===== src/rtl/column_scroll_ctrl.sv =====
// Column streamer for a side-scroller: preloads the visible block columns from the
// level ROM, then fetches one new column per accepted frame once Mario passes SCROLL_X.
module column_scroll_ctrl #(
    parameter int         NUM_COLS  = 10,
    parameter int         LEVEL_LEN = 212,
    parameter int         ROM_LAT   = 2,
    parameter logic [9:0] SCROLL_X  = 10'd320
) (
    input  logic        Clk,
    input  logic        Reset,
    input  logic        frame_tick,
    input  logic [9:0]  mario_x,
    input  logic        mario_right,
    output logic        rom_rd,
    output logic [7:0]  rom_addr,
    input  logic [29:0] rom_data,
    output logic [29:0] new_block_id,
    output logic        shift,
    output logic        mario_x_adjust,
    output logic        preload_busy,
    output logic [7:0]  col_index,
    output logic        level_end
);

    localparam int             CW         = $clog2(ROM_LAT + 1) + 1;
    localparam logic [CW-1:0]  WAIT_LAST  = CW'(ROM_LAT);
    localparam logic [7:0]     LAST_COL   = 8'(LEVEL_LEN);
    // A level shorter than the screen stops the preload at its own length.
    localparam logic [7:0]     PRE_COLS   = 8'((NUM_COLS < LEVEL_LEN) ? NUM_COLS : LEVEL_LEN);

    typedef enum logic [2:0] {
        PRE_REQ, PRE_WAIT, PRE_SHIFT, IDLE, FETCH_REQ, FETCH_WAIT, SCROLL, END
    } state_t;

    state_t          state_reg;
    logic [CW-1:0]   wait_cnt_reg;
    logic [7:0]      col_inc;
    logic            scroll_req;

    assign col_inc    = col_index + 8'd1;
    assign scroll_req = frame_tick && mario_right && (mario_x >= SCROLL_X) && (col_index < LAST_COL);
    assign rom_addr   = col_index;

    always_ff @(posedge Clk or negedge Reset) begin
        if (!Reset) begin
            state_reg      <= PRE_REQ;
            wait_cnt_reg   <= '0;
            col_index      <= 8'd0;
            new_block_id   <= 30'd0;
            rom_rd         <= 1'b0;
            shift          <= 1'b0;
            mario_x_adjust <= 1'b0;
            level_end      <= 1'b0;
            preload_busy   <= 1'b1;
        end else begin
            rom_rd         <= 1'b0;
            shift          <= 1'b0;
            mario_x_adjust <= 1'b0;
            case (state_reg)
                PRE_REQ: begin
                    if (col_index >= LAST_COL) begin
                        state_reg    <= END;
                        preload_busy <= 1'b0;
                        level_end    <= 1'b1;
                    end else begin
                        rom_rd       <= 1'b1;
                        wait_cnt_reg <= '0;
                        state_reg    <= PRE_WAIT;
                    end
                end
                PRE_WAIT, FETCH_WAIT: begin
                    // Count is 0 during the rom_rd cycle, so WAIT_LAST lands on valid data.
                    if (wait_cnt_reg == WAIT_LAST) begin
                        new_block_id <= rom_data;
                        shift        <= 1'b1;
                        if (state_reg == FETCH_WAIT) begin
                            mario_x_adjust <= 1'b1;
                            state_reg      <= SCROLL;
                        end else begin
                            state_reg      <= PRE_SHIFT;
                        end
                    end else begin
                        wait_cnt_reg <= wait_cnt_reg + 1'b1;
                    end
                end
                PRE_SHIFT: begin
                    col_index <= col_inc;
                    if (col_inc >= LAST_COL) begin
                        state_reg    <= END;
                        preload_busy <= 1'b0;
                        level_end    <= 1'b1;
                    end else if (col_inc >= PRE_COLS) begin
                        state_reg    <= IDLE;
                        preload_busy <= 1'b0;
                    end else begin
                        state_reg    <= PRE_REQ;
                    end
                end
                IDLE: begin
                    if (scroll_req) state_reg <= FETCH_REQ;
                end
                FETCH_REQ: begin
                    rom_rd       <= 1'b1;
                    wait_cnt_reg <= '0;
                    state_reg    <= FETCH_WAIT;
                end
                SCROLL: begin
                    col_index <= col_inc;
                    if (col_inc >= LAST_COL) begin
                        state_reg <= END;
                        level_end <= 1'b1;
                    end else begin
                        state_reg <= IDLE;
                    end
                end
                END:     state_reg <= END;
                default: state_reg <= PRE_REQ;
            endcase
        end
    end

endmodule


===== config.mk =====
export PLATFORM = sky130hd
export DESIGN_NAME = column_scroll_ctrl
export DESIGN_NICKNAME = d
export VERILOG_FILES = /design/src/rtl/column_scroll_ctrl.sv
export SDC_FILE = /design/constraint.sdc
export NUM_CORES = 1
export LEC_CHECK = 0
export BUFFER_PORTS_ARGS = -buffer_cell sky130_fd_sc_hd__buf_4
export CORE_MARGIN = 2
export CORE_UTILIZATION = 45
export DETAILED_ROUTE_END_ITERATION = 16
export PLACE_DENSITY_LB_ADDON = 0.25
export SETUP_SLACK_MARGIN = 0.1
export SLEW_MARGIN = 20
export SYNTH_ARGS = -nofsm -noshare
export SYNTH_HDL_FRONTEND = slang
export SYNTH_SLANG_ARGS = --single-unit

===== constraint.sdc =====
create_clock -name Clk -period 5.7 [get_ports Clk]
set_input_delay 1.71 -clock Clk [delete_from_list [all_inputs] [get_ports Clk]]
set_output_delay 1.71 -clock Clk [all_outputs]
set_load 0.05 [all_outputs]

# [Word-level counts from Yosys, hierarchy flattened]
# Index checks and enable logic that the tools add are counted.
[op_classes] n_lt_le_gt_ge=5 n_reduce_logical=14 mux=25 eq_ne=15 n_addsub=2
[op_table] operator="$mux 3" n=8
[op_table] operator="$pmux 3 s7" n=1
[op_table] operator="$ge 8x8->1 const B" n=2
[op_table] operator="$eq 3x3->1 const B" n=4
[op_table] operator="$mux 1" n=11
[op_table] operator="$ge 10x9->1 const B" n=1
[op_table] operator="$ne 2x2->1 const B" n=5
[op_table] operator="$eq 3x2->1 const B" n=3
[op_table] operator="$pmux 3 s3" n=1
[op_table] operator="$reduce_and 3->1" n=3
[op_table] operator="$add 8x1->8 const B" n=1
[op_table] operator="$ge 8x4->1 const B" n=1
[op_table] operator="$lt 8x8->1 const B" n=1
[op_table] operator="$pmux 1 s2" n=3
[op_table] operator="$reduce_and 2->1" n=2
[op_table] operator="$reduce_bool 2->1" n=2
[op_table] operator="$reduce_or 2->1" n=2
[op_table] operator="$add 3x1->3 const B" n=1
[op_table] operator="$eq 3x1->1 const B" n=1
[op_table] operator="$logic_and 1x1->1" n=3
[op_table] operator="$logic_not 3->1" n=1
[op_table] operator="$ne 3x3->1 const B" n=1
[op_table] operator="$reduce_bool 3->1" n=1
[op_table] operator="$mux 2" n=1
[op_table] operator="$ne 2x1->1 const B" n=1
[word_totals] reg_bits=49

# [Longest topological paths before layout]
[depth] depth_word=5 mapped_depth=7 ltp_nobuf=7

# [Worst setup path after synthesis]
# OpenSTA, ideal clock, no wires.
[synth_timing] path_kind="flip-flop to output port" start="register col_index[0]" end="output rom_addr[0]" path_stages_with_launch=2 path_slack_ps=2977 arrival_time_ps=1013 required_ps=3990 path_buffers=1 path_cell_list="dfrtp_1 -> buf_4"
[synth_lines] element="from (decl)" line_no="21" text="output logic [7:0] col_index,"
[synth_lines] element="from (signal assigned)" line_no="87" text="col_index <= col_inc;"
[synth_lines] element="from (signal assigned)" line_no="108" text="col_index <= col_inc;"
[synth_lines] element="to (decl)" line_no="15" text="output logic [7:0] rom_addr,"
# No word-level cell between the ends.

# [Worst setup path after layout]
[layout_timing] start="register col_index[2]" end="output col_index[2]"
# No word-level cell between the ends.

==> impl_summary.txt <==
----------------------------------------------------
[STA]
  Final Hold Violating Endpoints ... 0
  Number of pins exceeding their max-slew limit in the final report ... 0
  Timing-limited maximum frequency ... 336 MHz
  Relative max-transition margin ... 59.6%
  Final Critical Period ... 2980 ps
  Post-route clock period utilization ... 52.2%
  Maximum clock skew at final layout ... 9.97 ps
  Sum Neg Setup Slack ... 0 ps
  Worst Max-Slew Pin Slew ... 606 ps
  Final setup violation count ... 0
  Unrepaired setup endpoints after global routing ... false

[Global routing]
  Pin count of the biggest net entering global routing ... 50
  Aggregate global-route resource usage ... 16.6%
  Number of antenna violations at the first check in global routing ... 0
  Remaining Overflow, GRT ... 0
  Vias in the first global route ... 1630
  Global-route wire length before repair ... 7810 um

[Critical path]
  Path depth of the worst reg2reg path ... 7
  CP Class ... reg -> out
  Worst-path cell with the longest stage delay ... dfrtp_1
  Endpoint of the worst-slack reg-to-reg timing path ... state_reg[0]$_DFFE_PN0P_
  Endpoint kind of the worst setup timing path ... primary output
  Max FO, Critical Path ... 14
  Arrival time of data at the critical path endpoint ... 1270 ps
  Internal reg-to-reg setup slack ... 3510 ps
  Data required time at the worst endpoint ... 3990 ps
  Critical path buffers and inverters ... 1
  Critical Path Source Type ... flop
  Beginning of the worst register-to-register path ... col_index[0]$_DFFE_PN0P_
  Family with the most delay on the worst path ... flip-flops
  Ordered cell list for the critical path ... buf_4
  Maximum single-stage delay on the critical path ... 680 ps

[Finish]
  Net total in the final layout ... 324
  End-of-flow core utilization ... 60.3%
  Number of flip-flops in the largest register ... 30
  Registers with the most flip-flops ... new_block_id (30), col_index (8)
  Summed area of non-filler cells in the final layout ... 0.00306 mm^2
  Proportion of layout cells with a drive suffix above 1 ... 50.7%
  Most common cell after layout, fill and taps aside ... buf_4
  Commonest non-fill, non-tap cells in the layout ... buf_4, dfrtp_1, mux2_2
  Fillcell total ... 438
  Layout overhead on the synthesized area ... 30.6%
  # diodes ... 0
  Biggest register ... new_block_id

[Power and ir drop]
  PwrDens ... 653 mW/mm^2
  Leakage power total ... 1.42 nW
  Peak VDD IR ... 0.000366 V

[Logic synthesis]
  Synthesized area per cell ... 12.0 um^2
  Synthesized netlist cell count ... 196
  Netlist area before placement ... 0.00234 mm^2
  Sequential-to-total area share from yosys stat ... 52.4%
  Seq cells post-synth ... 49
  Post-synth top area cell ... dfrtp_1
  Most area-consuming cells after synthesis ... dfrtp_1, mux2_2, buf_4, ha_1, xnor2_1
  Post-synthesis net count ... 245
  Number of warnings reported in the yosys synthesis log ... 0
  Top cell type's share of synthesized area ... 51.3%
  Number of different library cells in the post-synthesis netlist ... 47

[Die]
  Initial standard-cell utilization of the core ... 46.2%
  Number of primary I/O pins ... 95
  Die area ... 0.00580 mm^2
  Die Y ... 76.2 um
  Horiz. Die Dim ... 76.2 um
  Floorplan core area ... 0.00507 mm^2
  Total number of placement rows ... 26

[CTS]
  Post-CTS setup buffers ... 0
  Clock transition time at the flip-flop clock pins of the worst setup and hold paths ... 90 ps
  Clock buffer count from CTS ... 5
  Total number of clock tree sinks ... 49
  Root buffer selected by CTS ... clkbuf_8
  Level count of the clock H-tree ... 2
  Count of hold-fix buffers inserted at cts ... 0
  TritonCTS clock tree ... yes
  Longest Clk Path Bufs ... 2
  Later-pin clock latency in the skew report ... 300 ps
  Number of instances resized during post-cts repair ... 0

[Place]
  Number of I/O port buffers ... 88
  Final weighted congestion in routability-driven placement ... 0.829
  HPWL reported at the end of detailed placement ... 3490 um
  Cell area after placement ... 0.00297 mm^2

[Routing]
  Drt wl/cell ... 13.9 um
  Number of iterations in the first detailed-routing pass ... 4
  Routed WL ... 4800 um
  Drt initial violations ... 92
  Number of nets with antenna violations after routing ... 0
  Total number of vias ... 1729
  Vias per cell ... 5.00
  DRC viols ... 0

[Status]
  Status ... complete, no violations

[Hold path]
  Launch instance of the worst min-delay path ... preload_busy$_DFFE_PN1P_
  Hold Path End ... preload_busy$_DFFE_PN1P_
  Class of the tightest hold or removal check ... reg -> reg
  Worst hold path depth ... 2

[Job]
  Total of max-cap violations ... 0

----------------------------------------------------
==> where the power goes <==
| part | switching [mW] | internal (mW) |
|---|---|---|
| Combinational | 0.771 | 0.395 |
| Clock | 0.118 | 0.0873 |
| Sequential | 0.128 | 0.498 |
==> worst min-delay path: stages, from the launching register on <==
cell and delay (ps):
dfstp_2 380, inv_1 50, a221oi_1 40
==> per-stage QoR <==
stage | cells | total power, mW | setup WS (ps) | hold WS (ps)
after floorplan | 196 | 1.50 | 2980 | 453
final | 346 | 2.00 | 2720 | 463
after global placement | 338 | 1.79 | 2900 | 449
after CTS | 346 | 2.01 | 2720 | 467
after detailed placement | 338 | 1.81 | 2910 | 452
after global routing | 346 | 2.11 | 2660 | 488
==> synthesized netlist by cell type (all sizes together) <==
cell type and instances:
a2111o 1, a211o 1, a211oi 1, a21boi 1, a21o 2, a21oi 8, a221oi 1, a22oi 1
a31oi 2, and2 1, and3 1, buf 16, clkbuf 1, dfrtp 48, dfstp 1, ha 5
inv 8, mux2 30, nand2 11, nand2b 1, nand3 1, nand3b 1, nand4 6, nor2 13
nor2b 1, nor3 3, nor4 1, o211ai 1, o21a 1, o21ai 9, o221ai 2, o22ai 1
or2b 2, or3 2, or4 1, or4b 1, xnor2 6, xor2 3
==> metal layers <==
metal / vias up / share of wire (%) / global-route usage (%)
met1: 840 / 43 / 20.5
met3: 6 / 6.3 / 6.16
met4: 0 / 1.5 / 4.55
met5: - / 0 / 0
li1: 832 / - / -
met2: 51 / 49 / 27.7
==> worst max-delay path by stage <==
stage	from	cells after the start	end	slack [ps]
2_1_floorplan	col_index[0]$_DFFE_PN0P_	1	rom_addr[0]	2980
3_3_place_gp	mario_x[7]	6	state_reg[0]$_DFFE_PN0P_	2900
5_1_grt	col_index[2]$_DFFE_PN0P_	1	col_index[2]	2660
3_5_place_dp	mario_x[7]	6	state_reg[0]$_DFFE_PN0P_	2910
6_report	col_index[2]$_DFFE_PN0P_	1	col_index[2]	2720
4_1_cts	col_index[2]$_DFFE_PN0P_	1	col_index[2]	2720
==> cell families (layout without fill, tap and decap cells) <==
| logic type | count (synthesis) | count (layout) | share of synthesized area (%) |
|---|---|---|---|
| flops | 49 | 49 | 52.4 |
| mux | 30 | 30 | 14.4 |
| buf+inv | 25 | 105 | 6.89 |
| fa+ha+maj | 5 | 5 | 2.67 |
| xor+xnor | 9 | 9 | 3.36 |
| compound gates | 32 | 32 | 9.50 |
| simple gates | 46 | 46 | 10.8 |
==> area by class of cell <==
| type | count | area, um^2 | area share [%] |
|---|---|---|---|
| sequential | 49 | 1230 | 40.1 |
| multi-input combinational | 122 | 957 | 31.3 |
| timing repair buffer | 89 | 668 | 21.8 |
| tap | 70 | 87.6 | 2.86 |
| clock buffer | 5 | 68.8 | 2.25 |
| inverter | 8 | 30.0 | 0.981 |
| clock inverter | 3 | 21.3 | 0.695 |
No activity file was read; power rests on OpenSTA's default activity.
